<file path="config.mk">
export PLATFORM = sky130hd
export DESIGN_NAME = pose_controller
export DESIGN_NICKNAME = d
export VERILOG_FILES = /design/src/rtl/pose_controller.sv
export SDC_FILE = /design/constraint.sdc
export NUM_CORES = 1
export LEC_CHECK = 0
export ABC_AREA = 1
export CORE_UTILIZATION = 40
export CTS_BUF_LIST = sky130_fd_sc_hd__clkbuf_8
export CTS_CLUSTER_DIAMETER = 50
export DETAILED_ROUTE_END_ITERATION = 10
export GPL_TIMING_DRIVEN = 0
export PLACE_DENSITY = 0.66
export SYNTH_ARGS = -nofsm -noshare
export SYNTH_HDL_FRONTEND = slang
export SYNTH_SLANG_ARGS = --single-unit
</file>
<file path="constraint.sdc">
create_clock -name Clk -period 3.1 [get_ports Clk]
set_clock_uncertainty 0.1 [all_clocks]
set_input_delay 0.31 -clock Clk [delete_from_list [all_inputs] [get_ports Clk]]
set_output_delay 0.31 -clock Clk [all_outputs]
set_load 0.05 [all_outputs]
</file>
<file path="src/rtl/pose_controller.sv">
// pose_controller: frame-driven 3-axis pose tracker.
// Keys translate x/y/z with a hold-to-accelerate ramp and clamp at +/-POS_MAX;
// one selectable axis auto-spins modulo TWO_PI while running. A pause toggle,
// a home key and an external pose load complete the control set.
module pose_controller #(
    parameter int              WI          = 8,
    parameter int              WF          = 8,
    parameter int              AW          = 12,
    parameter logic [AW-1:0]   ANG_STEP    = 12'h00a,
    parameter logic [AW-1:0]   TWO_PI      = 12'h648,
    parameter int              POS_STEP    = 1 << (WF - 4),
    parameter int              POS_MAX     = 100 << WF,
    parameter int              RAMP_FRAMES = 4
) (
    input  logic                     Clk,
    input  logic                     Reset_n,
    input  logic                     frame_clk_rising_edge,
    input  logic [7:0]               keycode,
    input  logic [1:0]               spin_axis,
    input  logic                     load_valid,
    input  logic signed [WI+WF-1:0]  load_x,
    input  logic signed [WI+WF-1:0]  load_y,
    input  logic signed [WI+WF-1:0]  load_z,
    input  logic [AW-1:0]            load_theta,
    output logic                     load_ready,
    output logic [AW-1:0]            theta_x,
    output logic [AW-1:0]            theta_y,
    output logic [AW-1:0]            theta_z,
    output logic signed [WI+WF-1:0]  x,
    output logic signed [WI+WF-1:0]  y,
    output logic signed [WI+WF-1:0]  z,
    output logic                     pose_valid,
    output logic                     paused
);

    localparam int PW = WI + WF;
    localparam int EW = PW + 3;
    localparam int CW = $clog2(2 * RAMP_FRAMES + 1);

    localparam logic signed [EW-1:0] PMAX_E = EW'(POS_MAX);
    localparam logic signed [EW-1:0] PMIN_E = -PMAX_E;
    localparam logic signed [EW-1:0] STEP0  = EW'(POS_STEP);
    localparam logic signed [EW-1:0] STEP1  = EW'(POS_STEP * 2);
    localparam logic signed [EW-1:0] STEP2  = EW'(POS_STEP * 4);
    localparam logic [CW-1:0]        CNT_LO = CW'(RAMP_FRAMES);
    localparam logic [CW-1:0]        CNT_HI = CW'(2 * RAMP_FRAMES);

    typedef enum logic {RUN, PAUSED} state_t;

    // Clamp a widened position back into [-POS_MAX, +POS_MAX].
    function automatic logic signed [PW-1:0] sat(input logic signed [EW-1:0] v);
        if (v > PMAX_E)
            return PMAX_E[PW-1:0];
        else if (v < PMIN_E)
            return PMIN_E[PW-1:0];
        else
            return v[PW-1:0];
    endfunction

    // Sign-extend a position into the guard-bit arithmetic width.
    function automatic logic signed [EW-1:0] ext(input logic signed [PW-1:0] v);
        return {{3{v[PW-1]}}, v};
    endfunction

    state_t                 state;
    logic                   prev_pause_key;
    logic signed [PW-1:0]   pos_q    [3];
    logic signed [PW-1:0]   pos_nxt  [3];
    logic signed [PW-1:0]   load_pos [3];
    logic signed [EW-1:0]   step_e   [3];
    logic [CW-1:0]          cnt_q    [3];
    logic [CW-1:0]          cnt_nxt  [3];
    logic [AW-1:0]          theta_q  [3];
    logic [AW-1:0]          spin_cur;
    logic [AW:0]            spin_sum;
    logic [AW-1:0]          spin_nxt;
    logic [AW-1:0]          load_ang;
    logic                   load_fire;

    // Loads are refused on frame-tick cycles so the two never collide.
    assign load_ready = ~frame_clk_rising_edge;
    assign load_fire  = load_valid & load_ready;

    assign x       = pos_q[0];
    assign y       = pos_q[1];
    assign z       = pos_q[2];
    assign theta_x = theta_q[0];
    assign theta_y = theta_q[1];
    assign theta_z = theta_q[2];

    // Per-axis ramped step, saturating translation and ramp counter update.
    always_comb begin
        for (int i = 0; i < 3; i++) begin
            if (cnt_q[i] < CNT_LO)
                step_e[i] = STEP0;
            else if (cnt_q[i] < CNT_HI)
                step_e[i] = STEP1;
            else
                step_e[i] = STEP2;

            // Positive key wins when both directions are held.
            if (keycode[2*i])
                pos_nxt[i] = sat(ext(pos_q[i]) + step_e[i]);
            else if (keycode[2*i+1])
                pos_nxt[i] = sat(ext(pos_q[i]) - step_e[i]);
            else
                pos_nxt[i] = pos_q[i];

            if (keycode[2*i] | keycode[2*i+1])
                cnt_nxt[i] = (cnt_q[i] == CNT_HI) ? CNT_HI : cnt_q[i] + CW'(1);
            else
                cnt_nxt[i] = '0;
        end
    end

    // Clamped load positions and the spin-axis angle arithmetic.
    always_comb begin
        load_pos[0] = sat(ext(load_x));
        load_pos[1] = sat(ext(load_y));
        load_pos[2] = sat(ext(load_z));

        spin_cur = '0;
        for (int i = 0; i < 3; i++) begin
            if (spin_axis == 2'(i))
                spin_cur = theta_q[i];
        end

        // One extra bit keeps the carry so the modulus compare is exact.
        spin_sum = {1'b0, spin_cur} + {1'b0, ANG_STEP};
        if (spin_sum >= {1'b0, TWO_PI})
            spin_nxt = spin_sum[AW-1:0] - TWO_PI;
        else
            spin_nxt = spin_sum[AW-1:0];

        if (load_theta >= TWO_PI)
            load_ang = load_theta - TWO_PI;
        else
            load_ang = load_theta;
    end

    // RUN/PAUSED FSM plus all pose state, updated on frame ticks or accepted loads.
    always_ff @(posedge Clk or negedge Reset_n) begin
        if (!Reset_n) begin
            state          <= RUN;
            paused         <= 1'b0;
            prev_pause_key <= 1'b0;
            pose_valid     <= 1'b0;
            for (int i = 0; i < 3; i++) begin
                pos_q[i]   <= '0;
                cnt_q[i]   <= '0;
                theta_q[i] <= '0;
            end
        end else begin
            pose_valid <= frame_clk_rising_edge | load_fire;
            if (frame_clk_rising_edge) begin
                prev_pause_key <= keycode[6];
                if (keycode[7]) begin
                    // Home overrides everything else but leaves the FSM state alone.
                    for (int i = 0; i < 3; i++) begin
                        pos_q[i]   <= '0;
                        cnt_q[i]   <= '0;
                        theta_q[i] <= '0;
                    end
                end else begin
                    if (keycode[6] && !prev_pause_key) begin
                        state  <= (state == RUN) ? PAUSED : RUN;
                        paused <= (state == RUN);
                    end
                    for (int i = 0; i < 3; i++) begin
                        pos_q[i] <= pos_nxt[i];
                        cnt_q[i] <= cnt_nxt[i];
                        // spin_axis == 3 never matches, so no axis spins.
                        if (state == RUN && spin_axis == 2'(i))
                            theta_q[i] <= spin_nxt;
                    end
                end
            end else if (load_fire) begin
                for (int i = 0; i < 3; i++) begin
                    pos_q[i] <= load_pos[i];
                    if (spin_axis == 2'(i))
                        theta_q[i] <= load_ang;
                end
            end
        end
    end

endmodule

</file>
==> results of run 1 <==
## metrics by stage
step / setup WS [ps] / util / instance area (um^2)
after global routing: -113 / 0.541 / 11800
final: 65.0 / 0.541 / 11800
after floorplan: 6.85 / - / 8930
after global placement: -2850 / 0.497 / 10900
after detailed placement: -615 / 0.498 / 10900
after CTS: 3.15 / 0.515 / 11200
## cells in the mapped netlist (2+ instances only)
master and number:
a21oi_1 80, a22oi_1 2, a31oi_1 12, and3_1 2, buf_1 2, buf_2 4, buf_4 2, buf_6 3
clkbuf_1 28, clkinv_1 2, dfrtp_1 99, fa_1 6, ha_1 30, inv_1 198, inv_2 3, nand2_1 398
nand2_2 14, nand3_1 156, nand3_2 8, nand3_4 2, nand3b_1 6, nand4_1 20, nor2_1 165, nor2_2 9
nor2_4 3, nor3_1 12, nor4_1 8, o211ai_1 2, o21ai_0 59, o21ai_1 9, o22ai_1 12, o31ai_1 7
xnor2_1 8, xor2_1 42
## what timing repair did
action,CTS,global route
gates resized for setup,36,126
setup buffers,5,18
pin swaps,8,41
hold buffers,1,0
endpoints found under the setup margin,70,75
endpoints found under the hold margin,57,0
## logic make-up after synthesis
kind of cell | Yosys count | synth area share
compound gates | 191 | 0.117
xor+xnor | 51 | 0.0509
fa+ha+maj | 36 | 0.0555
buf+inv | 242 | 0.106
flops | 99 | 0.277
simple gates | 808 | 0.394
## sequential cells by signal, summed over array words and instances (netlist names)
register and count:
cnt_q 12, paused 1, pose_valid 1, prev_pause_key 1, theta_x 12, theta_y 12
theta_z 12, x 16, y 16, z 16
## critical path: cells and delay by family, from the launching register on
kind | cells | cell delay [ps]
AOI/OAI and AO/OA | 1 | 120
adders and majority gates | 2 | 640
buffers and inverters | 1 | 40
and+or+nand+nor | 13 | 1640
DFF | 1 | 450
## worst min-delay path by stage
stage / start / to / slack [ps] / cells past startpoint
3_5_place_dp: Reset_n / y[9] / 360 / 1
5_1_grt: keycode[0] / x[11] / 410 / 4
4_1_cts: keycode[0] / x[11] / 340 / 4
2_1_floorplan: Reset_n / cnt_q[0] / -90 / 0
3_3_place_gp: prev_pause_key / prev_pause_key / 360 / 2
6_report: keycode[0] / x[11] / 350 / 4
## layout make-up
type,instances,area share
tap,280,0.0297
clock inverter,7,0.00646
clock buffer,9,0.0105
buffer,38,0.0150
inverter,203,0.0645
antenna,1,0.000212
timing repair buffer,182,0.150
sequential,99,0.211
multi-input combinational,1086,0.513
## where the power goes
part | switching (uW) | internal (uW)
combinational | 2220 | 1140
sequential | 269 | 1500
clock | 581 | 322
total | 3070 | 2960
## per-layer routing
layer	vias to the layer above	share of wire
met3	42	0.064
li1	4949	-
met5	-	0
met4	0	0.017
met1	4662	0.46
met2	359	0.46
==> impl_metrics.py, run 1 <==
metrics = {
    "logic_synthesis": {
        "avgSynthCellArea_um2": 6.26,
        "ys_types": 48,
        "synthCells": 1427,
        "synth_seq_area_share": 0.277,
        "netlist_top_cells_area": "dfrtp_1, nand2_1, nand3_1",
        "synth.ff_latch_count": 99,
        "syn_nets": 1537,
        "yosysWarnings": 0,
        "synth_top_area_cell": "dfrtp_1",
        "synth-edff-count": 0,
        "async_reset_ff_frac": 1.00,
        "mappedNetlistArea_mm2": 0.00893,
        "synthFlopType": "dfrtp_1",
        "netlist.area_leader.share": 0.277,
    },
    "sta": {
        "rsz0062_at_grt": "true",
        "worst-slew-pin-transition_ps": 997,
        "setup_tns_ps": 0,
        "setup_viol": 0,
        "period_minus_slack_ps": 3040,
        "drv_slew": 0,
        "relSlewSlack": 0.329,
        "hold_viol": 0,
        "fmax_ghz": 0.329,
        "hold_ws_ps": 346,
        "finalCritPeriodShare": 0.979,
    },
    "min_path": {
        "hp-class": "input port to register",
    },
    "worst_setup_path": {
        "required_ps": 3340,
        "slowest_delay_ps": 500,
        "rr_worst_depth": 17,
        "worstPathMaxFanout": 6,
        "worstSetupEndpointType": "register",
        "crit_path_end": "x[4]",
        "path_common_cell": "nand2_1",
        "crit_type": "register to register",
        "reg2reg_to": "x[4]",
        "cpMaxStageDelayCell": "fa_1",
        "cp.arrival_ps": 3280,
        "r2r-start": "cnt_q[11]",
        "start_kind": "register",
        "reg2reg_slack_ps": 60,
        "cp_cell_sequence": "nor2_4 -> ha_4 -> inv_2 -> fa_1 -> nor4_2 -> nand3_1 -> nor2_1 -> nand2_1 -> nand2_1 -> nand3_1 -> nand2_1 -> nand2_1 -> nand2_2 -> nand4_1 -> nand2_4 -> nand2_2 -> a21oi_2",
        "crit_start": "cnt_q[11]",
    },
    "floorplanning": {
        "die_h_um": 151,
        "row_count": 54,
        "io_pins": 161,
        "core_area_mm2": 0.0218,
        "die_w_um": 151,
        "start_util": 0.409,
        "die-area_mm2": 0.0229,
    },
    "global_route": {
        "grt_util_all_layers": 0.262,
        "met2_usage": 0.424,
        "grt_pass1_vias": 9268,
        "antenna_found_initial": 1,
        "grt_overflow": 0,
        "grt_pass1_wl_um": 46800,
        "grtUsageMet1": 0.363,
        "grt_max_degree": 59,
        "grt-busiest-layer": "met2",
        "grtUsageMet3": 0.0280,
    },
    "clocking": {
        "clkSinkCount": 99,
        "htree_levels": 3,
        "cts_tree": "done",
        "cts_root_buffer": "clkbuf_8",
        "cts_max_path_buffers": 2,
        "numCtsBuffers": 9,
        "clk_latency_ps": 400,
        "clk_pin_slew_ps": 120,
    },
    "detailed_routing": {
        "wl_um": 30100,
        "wl_per_cell_um": 15.8,
        "drt_iter0_markers": 694,
        "vias": 10000,
        "via_per_inst": 5.26,
        "postRouteAntennaNets": 0,
        "firstDrtPassIters": 5,
        "drc": 0,
    },
    "cells_and_area": {
        "layout_commonest_cell": "nand2_1",
        "mostFrequentLayoutCells": "nand2_1, inv_1, clkdlybuf4s50_1",
        "fill_cells": 2202,
        "area_delta_synth_final_pct": 32.3,
        "nNetsFinal": 1729,
        "fin_cells": 1905,
        "drive_above_1_share": 0.129,
        "multiInputGateArea_mm2": 0.00606,
        "seqCellArea_mm2": 0.00249,
    },
    "power": {
        "vdd_drop_max_v": 0.000382,
        "fin_total_pwr_uw": 6030,
        "cellLeakagePower_uw": 0.00566,
        "p_per_area_mw_per_mm2": 511,
    },
    "run_status": {
        "status": "finished clean",
    },
    "run": {
        "max_cap_viol_count": 0,
    },
    "placement": {
        "gp_congestion": 0.947,
        "port-buffer-count": 157,
        "dp_cells": 1865,
        "dpl.hpwl_um": 23100,
    },
}
Note: power is estimated with default switching activity, not from simulation.
==> run 2, diff against run 1 <==
--- a/config.mk
+++ b/config.mk
@@ -6,12 +6,11 @@
 export NUM_CORES = 1
 export LEC_CHECK = 0
 export ABC_AREA = 1
-export CORE_UTILIZATION = 40
+export CORE_UTILIZATION = 27
 export CTS_BUF_LIST = sky130_fd_sc_hd__clkbuf_8
 export CTS_CLUSTER_DIAMETER = 50
 export DETAILED_ROUTE_END_ITERATION = 10
 export GPL_TIMING_DRIVEN = 0
-export PLACE_DENSITY = 0.66
 export SYNTH_ARGS = -nofsm -noshare
 export SYNTH_HDL_FRONTEND = slang
 export SYNTH_SLANG_ARGS = --single-unit
==> constraint.sdc (replaced) <==
create_clock -name Clk -period 3.85 [get_ports Clk]
set_clock_uncertainty 0.1 [all_clocks]
set_input_delay 0.385 -clock Clk [delete_from_list [all_inputs] [get_ports Clk]]
set_output_delay 0.385 -clock Clk [all_outputs]
set_load 0.05 [all_outputs]
==> run 2 against run 1 <==
The flow now finishes with violations (negative hold slack). First-iteration DRC count increased by 2.6%. Register-to-register slack improved by 260 ps. Routed wire length increased by 3.1%. Largest cell class unchanged. Die area increased by 47%.
==> impl_metrics.py, run 2 (synthesis gave the netlist of run 1 again) <==
metrics = {
    "run_status": {
        "status": "finished, violations left",
        "violations": "negative hold slack",
    },
    "run": {
        "max_cap_viol_count": 0,
    },
    "sta": {
        "setup_viol": 0,
        "finalCritPeriodShare": 0.916,
        "hold_viol": 5,
        "worst-slew-pin-transition_ps": 1190,
        "hold_ws_ps": -8.76,
        "relSlewSlack": 0.198,
        "setup_tns_ps": 0,
        "fmax_ghz": 0.284,
        "period_minus_slack_ps": 3520,
        "drv_slew": 0,
        "rsz0062_at_grt": "false",
    },
    "cells_and_area": {
        "drive_above_1_share": 0.0462,
        "fin_area_mm2": 0.0113,
        "nNetsFinal": 1706,
        "mostFrequentLayoutCells": "nand2_1, inv_1, nor2_1",
        "area_delta_synth_final_pct": 26.6,
        "layout_commonest_cell": "nand2_1",
    },
    "global_route": {
        "grt_pass1_wl_um": 49300,
        "antenna_found_initial": 1,
        "grt_max_degree": 63,
        "grt_pass1_vias": 9282,
        "grt_overflow": 0,
        "grt_util_all_layers": 0.186,
    },
    "clocking": {
        "clk_latency_ps": 400,
        "cts_max_path_buffers": 2,
        "clkSinkCount": 99,
        "post_cts_buffers": 0,
        "numCtsBuffers": 9,
        "cts_tree": "done",
        "htree_levels": 3,
        "clk_pin_slew_ps": 120,
        "holdBufCountCts": 0,
        "cts_root_buffer": "clkbuf_8",
    },
    "floorplanning": {
        "start_util": 0.274,
        "die_w_um": 184,
        "row_count": 66,
        "core_area_mm2": 0.0325,
        "io_pins": 161,
        "die-area_mm2": 0.0338,
        "die_h_um": 184,
    },
    "placement": {
        "dpl.hpwl_um": 24800,
        "placed_cell_area_mm2": 0.0111,
        "port-buffer-count": 157,
        "gp_congestion": 0.958,
    },
    "worst_setup_path": {
        "worstPathMaxFanout": 8,
        "start_kind": "register",
        "cp.arrival_ps": 3740,
        "worstSetupEndpointType": "register",
        "required_ps": 4060,
        "crit_type": "register to register",
    },
    "detailed_routing": {
        "drt_iter0_markers": 712,
        "wl_um": 31000,
        "vias": 9711,
        "firstDrtPassIters": 6,
        "drc": 0,
        "via_per_inst": 4.75,
        "wl_per_cell_um": 15.2,
        "postRouteAntennaNets": 0,
    },
    "power": {
        "fin_total_pwr_uw": 4750,
        "cellLeakagePower_uw": 0.00546,
        "vdd_drop_max_v": 0.000297,
        "p_per_area_mw_per_mm2": 420,
    },
    "min_path": {
        "hp-class": "input port to asynchronous set/reset pin",
    },
}
run 2: cell types whose count changed in the layout (fill, tap and decap cells not counted), moves of 9 or more:
cell / before / now
xor2_1: 32 / 42
nand3_1: 137 / 156
a21oi_1: 65 / 78
nand2_2: 27 / 14
nor2_1: 145 / 163
nand2_1: 379 / 398
o21ai_1: 19 / 10
nand3_2: 22 / 8
buf_4: 23 / 3
a21oi_2: 15 / 3
xor2_2: 11 / 1
o21ai_0: 44 / 58
nor2_4: 14 / 4
run 2: timing repair:
item | CTS | global route
endpoints found under the hold margin | 0 | 0
endpoints found under the setup margin | 0 | 9
resized for setup | 0 | 6
run 2: critical path, stage by stage, from the launching register on:
cell	delay (ps)
dfrtp_1	440
nor2_1	190
ha_1	240
inv_1	70
fa_1	380
inv_1	60
nand2_1	70
a21oi_2	180
nand3_1	170
nor2_2	200
nand2_1	70
nand2_1	60
nand2_1	80
nor2_1	100
nand2_1	60
nand2_1	50
nand2_1	190
nand3_1	140
nand2_1	180
nor2_4	240
nand2_1	80
o21ai_0	90
run 2: path summary, 6_finish.rpt:
check | start | slack (ps) | endpoint | depth (start not counted)
min in group Clk | prev_pause_key | 390 | prev_pause_key | 2
worst max register to register | cnt_q[3] | 330 | z[2] | 21
worst max-delay path | cnt_q[3] | 330 | z[2] | 21
worst min register to register | prev_pause_key | 390 | prev_pause_key | 2
worst min-delay path | Reset_n | -9 | y[6] | 1
max in group asynchronous | Reset_n | 2920 | x[12] | 2
run 2: area by class of cell:
class                           instances  area [um^2]
Fill cell                            3594        21200
Multi-Input combinational cell       1086         5530
Sequential cell                        99         2480
Timing Repair Buffer                  158         1590
Inverter                              203          762
Tap cell                              442          553
Buffer                                 39          181
Clock buffer                            9          124
Clock inverter                          7         88.8
Antenna cell                            1         2.50
run 2: through the flow:
stage,instances,worst slack (ps),hold slack [ps],util
finish,2044,325,-8.76,0.347
floorplan,1427,729,-10.6,-
global placement,2026,-1990,354,0.340
detailed placement,2027,48.5,360,0.340
CTS,2043,166,11.6,0.347
global route,2043,16.3,42.5,0.347
run 2: power breakdown:
group	leakage (uW)	switching (uW)	internal, uW
registers	0.00125	212	1200
clock network	0.000106	470	320
logic	0.00411	1710	831
total	0.00546	2400	2360
run 2: metal layers:
| metal | routed length [um] | vias to the layer above | GRT usage | part of all wire |
|---|---|---|---|---|
| met5 | 0 | - | 0 | 0 |
| met4 | 482 | 0 | 0.0440 | 0.016 |
| met3 | 1880 | 34 | 0.0273 | 0.061 |
| met2 | 13700 | 315 | 0.297 | 0.44 |
| met1 | 15000 | 4451 | 0.262 | 0.48 |
| li1 | - | 4911 | - | - |
